$ cat config.mk
export PLATFORM = sky130hd
export DESIGN_NAME = fft_peak_detect_flat
export DESIGN_NICKNAME = d
export VERILOG_FILES = /design/src/rtl/fft_peak_detect_if.sv /design/src/rtl/fft_peak_detect.sv /design/src/flat_wrapper.sv
export SDC_FILE = /design/constraint.sdc
export NUM_CORES = 2
export LEC_CHECK = 0
export ABC_CLOCK_PERIOD_IN_PS = 15000
export BUFFER_PORTS_ARGS = -buffer_cell sky130_fd_sc_hd__buf_4
export CAP_MARGIN = 20
export CORE_AREA = 2 2 324 326
export DETAILED_ROUTE_END_ITERATION = 8
export DIE_AREA = 0 0 326 328
export GPL_TIMING_DRIVEN = 1
export PLACE_DENSITY_LB_ADDON = 0.25
export RECOVER_POWER = 25
export SKIP_LAST_GASP = 1
export SYNTH_ARGS = -nofsm -noshare
export SYNTH_HDL_FRONTEND = slang
export SYNTH_SLANG_ARGS = --single-unit
$ cat constraint.sdc
create_clock -name clk -period 15 [get_ports clk]
set_input_delay 3 -clock clk [delete_from_list [all_inputs] [get_ports clk]]
set_output_delay 3 -clock clk [all_outputs]
set_load 0.005 [all_outputs]
$ cat src/rtl/fft_peak_detect_if.sv
// fft_peak_detect_if: FFT frame input bus and peak-report outputs.
// master drives frames and observes results; slave is the detector.
interface fft_peak_detect_if;
    logic        fft_valid;
    logic [31:0] fft_d0;
    logic [31:0] fft_d1;
    logic [31:0] fft_d2;
    logic [31:0] fft_d3;
    logic [31:0] fft_d4;
    logic [31:0] fft_d5;
    logic [31:0] fft_d6;
    logic [31:0] fft_d7;
    logic [31:0] fft_d8;
    logic [31:0] fft_d9;
    logic [31:0] fft_d10;
    logic [31:0] fft_d11;
    logic [31:0] fft_d12;
    logic [31:0] fft_d13;
    logic [31:0] fft_d14;
    logic [31:0] fft_d15;
    logic        done;
    logic [3:0]  freq;
    logic [31:0] peak_pwr;
    logic        busy;
    logic        overflow;

    modport master (
        output fft_valid,
        output fft_d0, fft_d1, fft_d2, fft_d3,
        output fft_d4, fft_d5, fft_d6, fft_d7,
        output fft_d8, fft_d9, fft_d10, fft_d11,
        output fft_d12, fft_d13, fft_d14, fft_d15,
        input  done, freq, peak_pwr, busy, overflow
    );

    modport slave (
        input  fft_valid,
        input  fft_d0, fft_d1, fft_d2, fft_d3,
        input  fft_d4, fft_d5, fft_d6, fft_d7,
        input  fft_d8, fft_d9, fft_d10, fft_d11,
        input  fft_d12, fft_d13, fft_d14, fft_d15,
        output done, freq, peak_pwr, busy, overflow
    );
endinterface

$ cat src/rtl/fft_peak_detect.sv
// fft_peak_detect: per-bin power and strongest-bin search, one bin per cycle.
// Macro FFT_PEAK_HALF_SPECTRUM_EN scans only bins 0-7 (conjugate symmetry).
module fft_peak_detect (
    input  logic             clk,
    input  logic             rst,
    fft_peak_detect_if.slave bus
);
`ifdef FFT_PEAK_HALF_SPECTRUM_EN
    localparam int NB = 8;
`else
    localparam int NB = 16;
`endif
    localparam int         IW   = $clog2(NB);
    localparam logic [3:0] LAST = 4'(NB - 1);

    typedef enum logic {
        S_IDLE,
        S_SCAN
    } state_t;

    state_t             r_state;
    state_t             w_state_nxt;
    logic [31:0]        r_work [NB];
    logic [31:0]        r_pend [NB];
    logic               r_pend_v;
    logic [3:0]         r_cnt;
    logic [31:0]        r_max_pwr;
    logic [3:0]         r_max_idx;
    logic               r_done;
    logic [3:0]         r_freq;
    logic [31:0]        r_peak;
    logic               r_ovf;

    logic [31:0]        w_in [NB];
    logic               w_last;
    logic               w_load_in;
    logic               w_load_pend;
    logic               w_wr_pend;
    logic               w_pend_v_nxt;
    logic               w_ovf_set;
    logic [31:0]        w_bin;
    logic signed [15:0] w_re;
    logic signed [15:0] w_im;
    logic signed [31:0] w_sq_re;
    logic signed [31:0] w_sq_im;
    logic [31:0]        w_pwr;
    logic               w_gt;
    logic [31:0]        w_max_nxt;
    logic [3:0]         w_idx_nxt;

    assign w_in[0] = bus.fft_d0;
    assign w_in[1] = bus.fft_d1;
    assign w_in[2] = bus.fft_d2;
    assign w_in[3] = bus.fft_d3;
    assign w_in[4] = bus.fft_d4;
    assign w_in[5] = bus.fft_d5;
    assign w_in[6] = bus.fft_d6;
    assign w_in[7] = bus.fft_d7;
`ifndef FFT_PEAK_HALF_SPECTRUM_EN
    assign w_in[8]  = bus.fft_d8;
    assign w_in[9]  = bus.fft_d9;
    assign w_in[10] = bus.fft_d10;
    assign w_in[11] = bus.fft_d11;
    assign w_in[12] = bus.fft_d12;
    assign w_in[13] = bus.fft_d13;
    assign w_in[14] = bus.fft_d14;
    assign w_in[15] = bus.fft_d15;
`endif

    assign w_last = (r_state == S_SCAN) && (r_cnt == LAST);

    // Power of the bin under scan; the sum peaks at exactly 2^31, so it fits unsigned 32
    assign w_bin   = r_work[r_cnt[IW-1:0]];
    assign w_re    = w_bin[31:16];
    assign w_im    = w_bin[15:0];
    assign w_sq_re = 32'(w_re) * 32'(w_re);
    assign w_sq_im = 32'(w_im) * 32'(w_im);
    assign w_pwr   = w_sq_re + w_sq_im;

    // Bin 0 seeds the running max; later bins replace it only when strictly larger
    assign w_gt      = (r_cnt == 4'd0) || (w_pwr > r_max_pwr);
    assign w_max_nxt = w_gt ? w_pwr : r_max_pwr;
    assign w_idx_nxt = w_gt ? r_cnt : r_max_idx;

    // Next state and frame routing between input, pending and working buffers
    always_comb begin
        w_state_nxt  = r_state;
        w_load_in    = 1'b0;
        w_load_pend  = 1'b0;
        w_wr_pend    = 1'b0;
        w_pend_v_nxt = r_pend_v;
        w_ovf_set    = 1'b0;
        unique case (r_state)
            S_IDLE: begin
                if (bus.fft_valid) begin
                    w_state_nxt = S_SCAN;
                    w_load_in   = 1'b1;
                end
            end
            S_SCAN: begin
                if (w_last) begin
                    if (r_pend_v) begin
                        w_load_pend  = 1'b1;
                        w_wr_pend    = bus.fft_valid;
                        w_pend_v_nxt = bus.fft_valid;
                    end else if (bus.fft_valid) begin
                        w_load_in = 1'b1;
                    end else begin
                        w_state_nxt = S_IDLE;
                    end
                end else if (bus.fft_valid) begin
                    w_wr_pend    = 1'b1;
                    w_pend_v_nxt = 1'b1;
                    w_ovf_set    = r_pend_v;
                end
            end
            default: w_state_nxt = S_IDLE;
        endcase
    end

    // Control state, scan counter, running max and registered results
    always_ff @(posedge clk or negedge rst) begin
        if (!rst) begin
            r_state   <= S_IDLE;
            r_pend_v  <= 1'b0;
            r_cnt     <= 4'd0;
            r_max_pwr <= 32'd0;
            r_max_idx <= 4'd0;
            r_done    <= 1'b0;
            r_freq    <= 4'd0;
            r_peak    <= 32'd0;
            r_ovf     <= 1'b0;
        end else begin
            r_state  <= w_state_nxt;
            r_pend_v <= w_pend_v_nxt;
            r_done   <= w_last;
            if (w_ovf_set) begin
                r_ovf <= 1'b1;
            end
            if (w_load_in || w_load_pend) begin
                r_cnt     <= 4'd0;
                r_max_pwr <= 32'd0;
                r_max_idx <= 4'd0;
            end else if (r_state == S_SCAN) begin
                r_cnt     <= r_cnt + 4'd1;
                r_max_pwr <= w_max_nxt;
                r_max_idx <= w_idx_nxt;
            end
            if (w_last) begin
                r_freq <= w_idx_nxt;
                r_peak <= w_max_nxt;
            end
        end
    end

    // Frame buffers carry no reset; their contents matter only while scanning
    always_ff @(posedge clk) begin
        if (w_load_in) begin
            r_work <= w_in;
        end else if (w_load_pend) begin
            r_work <= r_pend;
        end
        if (w_wr_pend) begin
            r_pend <= w_in;
        end
    end

    assign bus.done     = r_done;
    assign bus.freq     = r_freq;
    assign bus.peak_pwr = r_peak;
    assign bus.busy     = (r_state == S_SCAN);
    assign bus.overflow = r_ovf;
endmodule

$ cat src/flat_wrapper.sv
// flat-port wrapper written by rule: the top's interface ports become plain ports
module fft_peak_detect_flat 
  (clk, rst, bus_fft_valid, bus_fft_d0, bus_fft_d1, bus_fft_d2, bus_fft_d3, bus_fft_d4, bus_fft_d5, bus_fft_d6, bus_fft_d7, bus_fft_d8, bus_fft_d9, bus_fft_d10, bus_fft_d11, bus_fft_d12, bus_fft_d13, bus_fft_d14, bus_fft_d15, bus_done, bus_freq, bus_peak_pwr, bus_busy, bus_overflow);
  fft_peak_detect_if bus_i ();
  input  logic clk;
  input  logic rst;
  input wire logic [$bits(bus_i.fft_valid)-1:0] bus_fft_valid;
  input wire logic [$bits(bus_i.fft_d0)-1:0] bus_fft_d0;
  input wire logic [$bits(bus_i.fft_d1)-1:0] bus_fft_d1;
  input wire logic [$bits(bus_i.fft_d2)-1:0] bus_fft_d2;
  input wire logic [$bits(bus_i.fft_d3)-1:0] bus_fft_d3;
  input wire logic [$bits(bus_i.fft_d4)-1:0] bus_fft_d4;
  input wire logic [$bits(bus_i.fft_d5)-1:0] bus_fft_d5;
  input wire logic [$bits(bus_i.fft_d6)-1:0] bus_fft_d6;
  input wire logic [$bits(bus_i.fft_d7)-1:0] bus_fft_d7;
  input wire logic [$bits(bus_i.fft_d8)-1:0] bus_fft_d8;
  input wire logic [$bits(bus_i.fft_d9)-1:0] bus_fft_d9;
  input wire logic [$bits(bus_i.fft_d10)-1:0] bus_fft_d10;
  input wire logic [$bits(bus_i.fft_d11)-1:0] bus_fft_d11;
  input wire logic [$bits(bus_i.fft_d12)-1:0] bus_fft_d12;
  input wire logic [$bits(bus_i.fft_d13)-1:0] bus_fft_d13;
  input wire logic [$bits(bus_i.fft_d14)-1:0] bus_fft_d14;
  input wire logic [$bits(bus_i.fft_d15)-1:0] bus_fft_d15;
  output wire logic [$bits(bus_i.done)-1:0] bus_done;
  output wire logic [$bits(bus_i.freq)-1:0] bus_freq;
  output wire logic [$bits(bus_i.peak_pwr)-1:0] bus_peak_pwr;
  output wire logic [$bits(bus_i.busy)-1:0] bus_busy;
  output wire logic [$bits(bus_i.overflow)-1:0] bus_overflow;
  assign bus_i.fft_valid = bus_fft_valid;
  assign bus_i.fft_d0 = bus_fft_d0;
  assign bus_i.fft_d1 = bus_fft_d1;
  assign bus_i.fft_d2 = bus_fft_d2;
  assign bus_i.fft_d3 = bus_fft_d3;
  assign bus_i.fft_d4 = bus_fft_d4;
  assign bus_i.fft_d5 = bus_fft_d5;
  assign bus_i.fft_d6 = bus_fft_d6;
  assign bus_i.fft_d7 = bus_fft_d7;
  assign bus_i.fft_d8 = bus_fft_d8;
  assign bus_i.fft_d9 = bus_fft_d9;
  assign bus_i.fft_d10 = bus_fft_d10;
  assign bus_i.fft_d11 = bus_fft_d11;
  assign bus_i.fft_d12 = bus_fft_d12;
  assign bus_i.fft_d13 = bus_fft_d13;
  assign bus_i.fft_d14 = bus_fft_d14;
  assign bus_i.fft_d15 = bus_fft_d15;
  assign bus_done = bus_i.done;
  assign bus_freq = bus_i.freq;
  assign bus_peak_pwr = bus_i.peak_pwr;
  assign bus_busy = bus_i.busy;
  assign bus_overflow = bus_i.overflow;
  fft_peak_detect u_core (.clk(clk), .rst(rst), .bus(bus_i));
endmodule
==> results.md <==
Clocking:
- The number of buffers added to fix hold violations after cts is 0.
- The maximum level of the CTS H-tree is 3.
- TritonCTS created 110 clock buffers.
- The later-pin clock latency in the skew report is 0.76 ns.
- The number of gates given a new drive strength after cts is 0.
- The cell sitting at the root of the clock tree is a clkbuf_16.
- Clock-pin slew was measured on the worst setup and hold paths at 0.06 ns.
- TritonCTS built the clock tree.
- The buffers inserted during post-CTS setup optimization is 0.
- The number of clock sinks is 1104.
- The largest buffer count on any clock path is 3.

Cells and area:
- The net count of the finished layout is 5883.
- The number of fill cells is 7139.
- Compared with the post-synthesis result, the final layout area differs by 13.3%.
- In the final layout, flip-flops and latches occupy 0.0328 mm2.
- For this run, the share of the core covered by cells in the final layout is 68.6%.
- In the final layout, the multi-input gates occupy 0.0263 mm2.
- The fraction of layout cells with a size suffix above 1 is 26.4%.

Drt:
- Using the TritonRoute via totals, the vias-per-cell ratio works out to 5.72.
- The count of nets left with antenna violations after detail routing is 0.
- The total number of vias is 35300.
- Before antenna repair, the detailed router went through 5 iterations.
- The starting DRC count in detailed routing is 3210.
- In the final routed layout, each cell accounts on average for 25.7 um.
- The number of remaining DRC errors is 0.
- The routed wire length is 159 mm.

Logic synthesis:
- The synthesized design contains 1104 register bits.
- By area the synthesized netlist is led by edfxtp_1 (49%), fa_1 (17%), mux2_2 (9.5%), mux4_2 (5.2%), inv_1 (4.0%).
- The cell taking the most area after synthesis is edfxtp_1.
- The fraction of the yosys area taken by sequential cells is 52.4%.
- The share of the synthesized area in the top cell type is 49.2%.
- The number of nets in the synthesized netlist is 5332.
- The mean cell area of the mapped netlist is 15.2 um2.
- Sorting the synthesized cells by how often they occur yields edfxtp_1 (1024), inv_1 (671), mux2_2 (528), fa_1 (520), nand2_1 (212).
- After synthesis, the netlist uses 69 different library cells.
- In the synthesized netlist the dominant register cell turns out to be edfxtp_1.
- In this run, synthesis inferred 1024 flip-flops with an integrated enable.
- The cell count after synthesis is 4113.
- The most frequent cell after synthesis is edfxtp_1.
- The Yosys step of the flow raised 0 warnings.
- After synthesis the cells add up to 0.0625 mm2.
- For this run, asynchronously set or reset flops after synthesis account for 7.25%.

Timing:
- The minimum clock period is 12.57 ns.
- After routing, the total negative slack on setup checks comes to 0 ns.
- The number of max-slew violations in the final report came to 69.
- Based on the critical path, the design can be clocked at up to 79.5 MHz.
- The final count of negative-setup-slack endpoints is 0.
- In the finished design, the share of the clock period the worst path needs comes to 83.8%.
- Measured against its own limit, the worst slew margin works out to -144%.
- The largest clock skew in the final design is 0.0755 ns.
- The worst-margin pin slew is 3.66 ns.
- Setup repair after global routing left no endpoint under its margin.
- The count of final hold-check violations is 0.

Worst setup path:
- The launch point of the critical path is u_core.r_cnt[1].
- The reg-to-reg startpoint is u_core.r_cnt[1].
- By instance count, the cell type seen most on the critical path is fa_1.
- The critical setup path kind is reg -> reg.
- STA classifies the critical path endpoint as a register.
- In this run the critical register-to-register path is captured at u_core.r_max_idx[3].
- Across all register-to-register paths, the minimum setup slack is 2.43 ns.
- The largest individual stage delay along the critical path comes from the cell dfrtp_4.
- The largest fanout on the critical path is 47.
- The longest individual stage delay on the worst path is 0.96 ns.
- For the worst flop-to-flop path, the logic depth is 34.
- The worst setup path is launched from a register.
- STA puts the critical path data required time at 15.57 ns.
- Data on the critical path arrives at its endpoint at 13.14 ns.

Global route:
- For this run, the total global-route usage over all layers was measured as 30.0%.
- Entering global routing, the biggest net connects 174 pins.
- The remaining global-route overflow is 0.
- The number of global-route vias before repair is 37400.
- The first-pass GRT wire length is 235 mm.
- The number of antenna violations at the first check in global routing came to 66.

Die:
- The core area is 0.103 mm2.
- Once the floorplan was initialized, standard cells occupied 60.6% of the core.
- The floorplan die width is 326 um.
- The chip height is 328 um.
- The area enclosed by the die boundary is 0.107 mm2.
- The row count is 118.
- The count of boundary I/O pins is 554.

Hold path:
- The number of cells traversed by the worst hold path is 2.
- The path with the worst hold slack has its endpoint at u_core.bus.peak_pwr[21].
- The path class of the tightest hold or removal check is reg -> reg.
- The critical hold path startpoint is u_core.bus.peak_pwr[21].

Outcome:
- The checks that failed: max-capacitance violations, max-slew violations.
- The run finished, with violations left.

Placed design:
- The final weighted congestion of routability-driven global placement is 1.00.
- Buffers placed on the I/O ports in this run total 553.
- The final HPWL from detailed placement is 119 mm.

Flow run:
- Max-cap violations in this run came to 1.
registers in the layout, summed over array words and instances, names as in the netlist:
register	count
u_core.r_pend	512
u_core.r_work	512
u_core.bus.peak_pwr	32
u_core.r_max_pwr	32
u_core.bus.freq	4
u_core.r_cnt	4
u_core.r_max_idx	4
u_core.bus.busy	1
u_core.bus.done	1
u_core.bus.overflow	1
u_core.r_pend_v	1
worst max-delay path, delay by kind of cell, from the launching register on:
| kind | cells | cell delay, ns |
|---|---|---|
| adders and majority gates | 10 | 5.13 |
| buffers and inverters | 9 | 2.34 |
| AOI/OAI and AO/OA | 8 | 2.05 |
| muxes | 2 | 1.09 |
| DFF | 1 | 0.96 |
| and+or+nand+nor | 5 | 0.74 |
layer usage:
layer | up-vias | GRT usage (%) | part of all wire, %
li1 | 15400 | - | -
met5 | - | 0 | 0.27
met2 | 1367 | 49.9 | 50
met3 | 332 | 7.13 | 7.9
met4 | 64 | 11.7 | 3.8
met1 | 18100 | 38.5 | 38
cells in the final DEF, fill, tap and decap left out, drive strengths merged, types with 14 or more instances in the layout:
master  instances
edfxtp       1024
inv           723
clkbuf        645
mux2          528
fa            520
nand2         222
ha            184
mux4          145
nor2          141
dfrtp          80
buf            75
o21ai          68
clkinv         57
xnor2          45
mux2i          43
a21oi          39
diode          31
a22o           31
a21o           18
bufinv         15
nand3          14
and2           14
nor3           14
logic make-up (layout without fill, tap and decap cells):
family | count (synthesis) | in the layout | synth area share [%]
DFF | 1104 | 1104 | 52.4
AOI/OAI and AO/OA | 209 | 209 | 2.30
and+or+nand+nor | 454 | 454 | 3.10
muxes | 716 | 716 | 15.4
xor gates and xnor gates | 56 | 56 | 0.796
other | 0 | 31 | 0
adders and majority gates | 704 | 704 | 20.3
buffers and inverters | 870 | 1518 | 5.68
metrics by stage:
| stage | worst slack [ns] | area [um2] | hold slack, ns | instances |
|---|---|---|---|---|
| 2_1_floorplan | 0.115 | 62500 | 0.450 | 4113 |
| 3_3_place_gp | 2.89 | 67900 | 0.464 | 5930 |
| 3_5_place_dp | 2.60 | 67900 | 0.472 | 5930 |
| 4_1_cts | 2.62 | 71700 | 0.486 | 6139 |
| 5_1_grt | 2.00 | 70800 | 0.515 | 6168 |
| 6_report | 2.43 | 70800 | 0.483 | 6172 |
worst max-delay path by stage:
| stage | to | slack (ns) | cells past startpoint |
|---|---|---|---|
| 3_5_place_dp | u_core.r_max_pwr[29] | 2.60 | 34 |
| 6_report | u_core.r_max_idx[3] | 2.43 | 34 |
| 2_1_floorplan | u_core.r_max_idx[2] | 0.11 | 7 |
| 3_3_place_gp | u_core.r_max_pwr[13] | 2.89 | 34 |
| 4_1_cts | u_core.r_max_pwr[16] | 2.62 | 34 |
| 5_1_grt | u_core.r_max_pwr[19] | 2.00 | 37 |
layout make-up:
| cell class | instances | share of cell area [%] |
|---|---|---|
| Tap cell | 1380 | 2.44 |
| Multi-Input combinational cell | 2139 | 37.1 |
| Antenna cell | 31 | 0.110 |
| Inverter | 719 | 3.83 |
| Timing Repair Buffer | 590 | 5.01 |
| Sequential cell | 1104 | 46.3 |
| Clock buffer | 130 | 4.01 |
| Clock inverter | 79 | 1.27 |
Power is not shown: default switching activity piles up to over one toggle a cycle in this logic, so the estimate is an artifact.
